<file path="src/rtl/piso_pkg.sv">
// Shared definitions for the parallel-in/serial-out transmitter.
package piso_pkg;

    // Two-state frame controller: waiting for a word, or clocking one out.
    typedef enum logic {
        IDLE  = 1'b0,
        SHIFT = 1'b1
    } state_t;

    localparam int DEFAULT_WIDTH = 8;

    // Bit-counter width needed to count positions 0 .. width-1.
    function automatic int cnt_width(input int width);
        return $clog2(width);
    endfunction

endpackage

</file>
<file path="src/rtl/piso_bit_counter.sv">
// Bit-position counter for one frame; flags the position of the final bit.
module piso_bit_counter
    import piso_pkg::*;
#(
    parameter int WIDTH = DEFAULT_WIDTH,
    parameter int CW    = cnt_width(WIDTH)
) (
    input  logic          clock,
    input  logic          reset,
    input  logic          i_clear,
    input  logic          i_enable,
    output logic [CW-1:0] o_count,
    output logic          o_last
);

    localparam logic [CW-1:0] LAST = CW'(WIDTH - 1);

    logic [CW-1:0] r_count;

    // Clear has priority so a new frame always starts counting from bit 0.
    always_ff @(posedge clock or posedge reset) begin
        if (reset) begin
            r_count <= '0;
        end else if (i_clear) begin
            r_count <= '0;
        end else if (i_enable) begin
            r_count <= r_count + CW'(1);
        end
    end

    assign o_count = r_count;
    assign o_last  = (r_count == LAST);

endmodule

</file>
<file path="src/rtl/piso_transmitter.sv">
// Parallel-in, serial-out transmitter: sends a WIDTH-bit word LSB first with
// an active-low load strobe framing the valid bits, then pulses done.
// WIDTH must be at least 2.
module piso_transmitter
    import piso_pkg::*;
#(
    parameter int WIDTH = DEFAULT_WIDTH
) (
    input  logic             clock,
    input  logic             reset,
    input  logic [WIDTH-1:0] data_in,
    input  logic             start,
    output logic             ready,
    output logic             serial_out,
    output logic             load,
    output logic             done
);

    localparam int            CW   = cnt_width(WIDTH);
    localparam logic [CW-1:0] LAST = CW'(WIDTH - 1);

    state_t           r_state;
    logic [WIDTH-1:0] r_shift;
    logic             r_serial;
    logic             r_load;
    logic             r_done;

    logic             w_accept;
    logic             w_shifting;
    logic             w_more;
    logic             w_last;
    logic [CW-1:0]    w_count;

    // A start is only honoured while idle; in SHIFT both start and data_in
    // are ignored, so the word in flight cannot be disturbed.
    assign w_accept   = (r_state == IDLE) && start;
    assign w_shifting = (r_state == SHIFT);
    assign w_more     = (w_count < LAST);

    piso_bit_counter #(
        .WIDTH (WIDTH),
        .CW    (CW)
    ) u_bit_counter (
        .clock    (clock),
        .reset    (reset),
        .i_clear  (w_accept | (w_shifting & w_last)),
        .i_enable (w_shifting & w_more),
        .o_count  (w_count),
        .o_last   (w_last)
    );

    // Frame controller: enter SHIFT on an accepted start, leave after the last bit.
    always_ff @(posedge clock or posedge reset) begin
        if (reset) begin
            r_state <= IDLE;
        end else if (w_accept) begin
            r_state <= SHIFT;
        end else if (w_shifting && w_last) begin
            r_state <= IDLE;
        end
    end

    // Shift register: bit 0 always holds the bit currently on the line.
    always_ff @(posedge clock or posedge reset) begin
        if (reset) begin
            r_shift <= '0;
        end else if (w_accept) begin
            r_shift <= data_in;
        end else if (w_shifting && w_more) begin
            r_shift <= r_shift >> 1;
        end
    end

    // Registered line outputs so the receiver never sees combinational glitches.
    // Bit 0 goes out on the accepting edge itself; each later edge presents the
    // next bit, which is r_shift[1] before the register moves.
    always_ff @(posedge clock or posedge reset) begin
        if (reset) begin
            r_serial <= 1'b0;
            r_load   <= 1'b1;
            r_done   <= 1'b0;
        end else begin
            r_done <= 1'b0;
            if (w_accept) begin
                r_serial <= data_in[0];
                r_load   <= 1'b0;
            end else if (w_shifting && w_last) begin
                r_serial <= 1'b0;
                r_load   <= 1'b1;
                r_done   <= 1'b1;
            end else if (w_shifting && w_more) begin
                r_serial <= r_shift[1];
            end
        end
    end

    assign ready      = (r_state == IDLE);
    assign serial_out = r_serial;
    assign load       = r_load;
    assign done       = r_done;

endmodule

</file>
<file path="config.mk">
export PLATFORM = sky130hd
export DESIGN_NAME = piso_transmitter
export DESIGN_NICKNAME = d
export VERILOG_FILES = /design/src/rtl/piso_pkg.sv /design/src/rtl/piso_bit_counter.sv /design/src/rtl/piso_transmitter.sv
export SDC_FILE = /design/constraint.sdc
export NUM_CORES = 1
export LEC_CHECK = 0
export CORE_MARGIN = 1.5
export CORE_UTILIZATION = 40
export CTS_CLUSTER_DIAMETER = 150
export CTS_CLUSTER_SIZE = 8
export DETAILED_ROUTE_END_ITERATION = 8
export PLACE_DENSITY_LB_ADDON = 0.25
export SLEW_MARGIN = 20
export SYNTH_ARGS = -nofsm -noshare
export SYNTH_HDL_FRONTEND = slang
export SYNTH_SLANG_ARGS = --single-unit
export TNS_END_PERCENT = 20
</file>
<file path="constraint.sdc">
create_clock -name clock -period 2 [get_ports clock]
set_input_delay 0.4 -clock clock [delete_from_list [all_inputs] [get_ports clock]]
set_output_delay 0.4 -clock clock [all_outputs]
set_load 0.03 [all_outputs]
</file>
==> results.md <==
* I/O pin count at 15
* Root buffer cell: clkbuf_4
* CP Depth at 1
* CTS Hold Bufs at 0
* Synth Area per Inst at 13.6 sq um
* Crit-path leading delay family: buffers and inverters
* Asr flop ratio synth at 100%
* Yosys reg bits at 14
* # resized after CTS at 0
* Setup CP Type: flip-flop to primary output
* Worst slack, placed at 44.8 ps
* Mapped Cells at 53
* Rows at 15
* Routed Antenna Nets at 0
* CTS clk-pin slew, worst paths at 90 ps
* Post-Route WL at 1.14 mm
* Top-count cell post-synth: dfrtp_1
* Via density at 4.83
* Sequential share of the synthesized area at 49.0%
* Via count at 464
* GP Congestion at 0.778
* Global route overflow at 0
* Worst hold slack at 461 ps
* First-pass GRT wire length at 1.84 mm
* N_diodes at 0
* Post-Layout Inst Area at 918 sq um
* Syn nets at 66
* Die footprint at 0.00206 sq mm
* CTS Buffer Depth at 2
* Synth Flop Type: dfrtp_1
* Hpwl dp at 834 microns
* Tcrit/Tclk final at 93.4%
* Synth Warn # at 0
* Largest net degree at the start of global routing at 15
* Finished Layout Cells at 96
* Post-route core utilization at 53.8%
* Setup TNS Final at 0 ps
* Layout fillers at 167
* # setup viols final at 0
* Final min period at 1870 ps
* Cell taking the most area after synthesis: dfrtp_1
* Fin. max-slew vios at 0
* Least-Margin Pin Slew at 548 ps
* NumNets Final at 85
* Worst vdd ir at 605 uV
* Worst skew pair latency at 270 ps
* Num CTS Buffers at 3
* Setup bufs post-CTS at 0
* CP bufs+invs at 1
* Hold Path Class: primary input to asynchronous set/reset pin
* Core area at 0.00171 sq mm
* EDFF count, synth at 0
* Worst r2r path cells at 4
* Total global-route track usage at 12.7%
* Post-synthesis instance area at 718 sq um
* Slowest CP cell: clkdlybuf4s50_1
* Maxcap violations at 0
* Status: completed
* Placed Area at 882 sq um
* R2r setup slk at 430 ps
* Die Width at 45.4 microns
* Synth unique cells at 21
* Share of cells above drive strength 1 at 32.4%
* Skew final at 5.25 ps
* Die Ht at 45.4 microns
* CP Launch Type: flip-flop
* Worst rel slew slack at 63.4%
* Worst-path fanout max at 2
* CP Cell Sequence: clkdlybuf4s50_1
* Critical path data required time at 1600 ps
* Setup ws final at 132 ps
* PortBufs at 14
* Area grow syn2layout at 27.9%
* Tot Pwr at 1.29 mW
* Hold Vio Cnt, Final at 0
* Drt first pass iters at 4
* Leakage power at 0.433 nW
* Iter 0 DRT Violations at 2
* TritonCTS clock tree: built
* Initial antenna violation count at 0
* Fmax at 535 MHz
* Largest stage delay, worst path at 660 ps
* H-Tree Depth at 1
* RSZ-0062 raised after global routing: no
* DR DRC count at 0
* Vias in the first global route at 431
* Top cell type's share of synthesized area at 45.3%
* Main area contributors after synthesis: dfrtp_1 45%, mux2_4 13%, mux2_2 9.4%
* Dpl cells at 92
* CP arrival at 1470 ps
* CP endpoint kind: primary output
* Pwr Density at 1400 mW/mm^2
* Synth cell count leaders: 13 x dfrtp_1, 6 x mux2_2, 6 x mux2_4, 5 x inv_1
* Clock sink count at 14
* Initial Util at 42.1%
* Avg WL per Cell at 11.9 microns
==> flip-flops by register name, summed over array words and instances, names as in the netlist <==
register / count
serial_out: 1
done: 1
r_state: 1
load: 1
r_shift: 7
u_bit_counter.o_count: 3
==> report_power, final <==
| group | total [mW] | internal, mW | switching, mW | leakage (nW) |
|---|---|---|---|---|
| clock | 0.204 | 0.110 | 0.0930 | 0.0210 |
| combinational | 0.603 | 0.335 | 0.267 | 0.237 |
| sequential | 0.482 | 0.405 | 0.0770 | 0.175 |
==> cell usage in the layout (no fill, tap or decap), drive strengths merged <==
master	instances
a22o	1
ha	2
a21o	1
a31oi	2
dfstp	1
clkdlybuf4s50	14
o22ai	1
clkbuf	4
nand2	2
nand2b	1
nor2b	1
o32ai	2
a21oi	2
mux2i	2
inv	5
nand3	1
a31o	1
and2	1
buf	2
mux2	12
dfrtp	13
==> cells by family after synthesis <==
logic type | synth area share, %
muxes | 24.7
adders and majority gates | 3.48
AOI/OAI and AO/OA | 11.7
DFF | 49.0
buffers and inverters | 5.75
and+or+nand+nor | 5.40
==> worst paths after layout <==
| kind | to | start |
|---|---|---|
| worst min register to register | r_shift[7] | r_shift[7] |
| max in group asynchronous | load | reset |
| worst min-delay path | u_bit_counter.o_count[2] | reset |
| worst max-delay path | load | load |
| min in group clock | r_shift[7] | r_shift[7] |
| worst max register to register | r_shift[3] | r_state |
==> layout make-up <==
cell class	instances	area, sq um	area share [%]
Clock buffer	4	36.3	3.95
Inverter	5	18.8	2.04
Multi-Input combinational cell	32	325	35.4
Sequential cell	14	352	38.3
Tap cell	25	31.3	3.41
Timing Repair Buffer	16	155	16.9
==> routing by layer <==
layer	up-vias	part of all wire, %	GRT usage, %
li1	226	-	-
met1	228	50	16.3
met2	8	46	20.0
met3	2	3.1	2.38
met4	0	1.1	7.06
met5	-	0	0
Power figures use the tool's default switching activity.
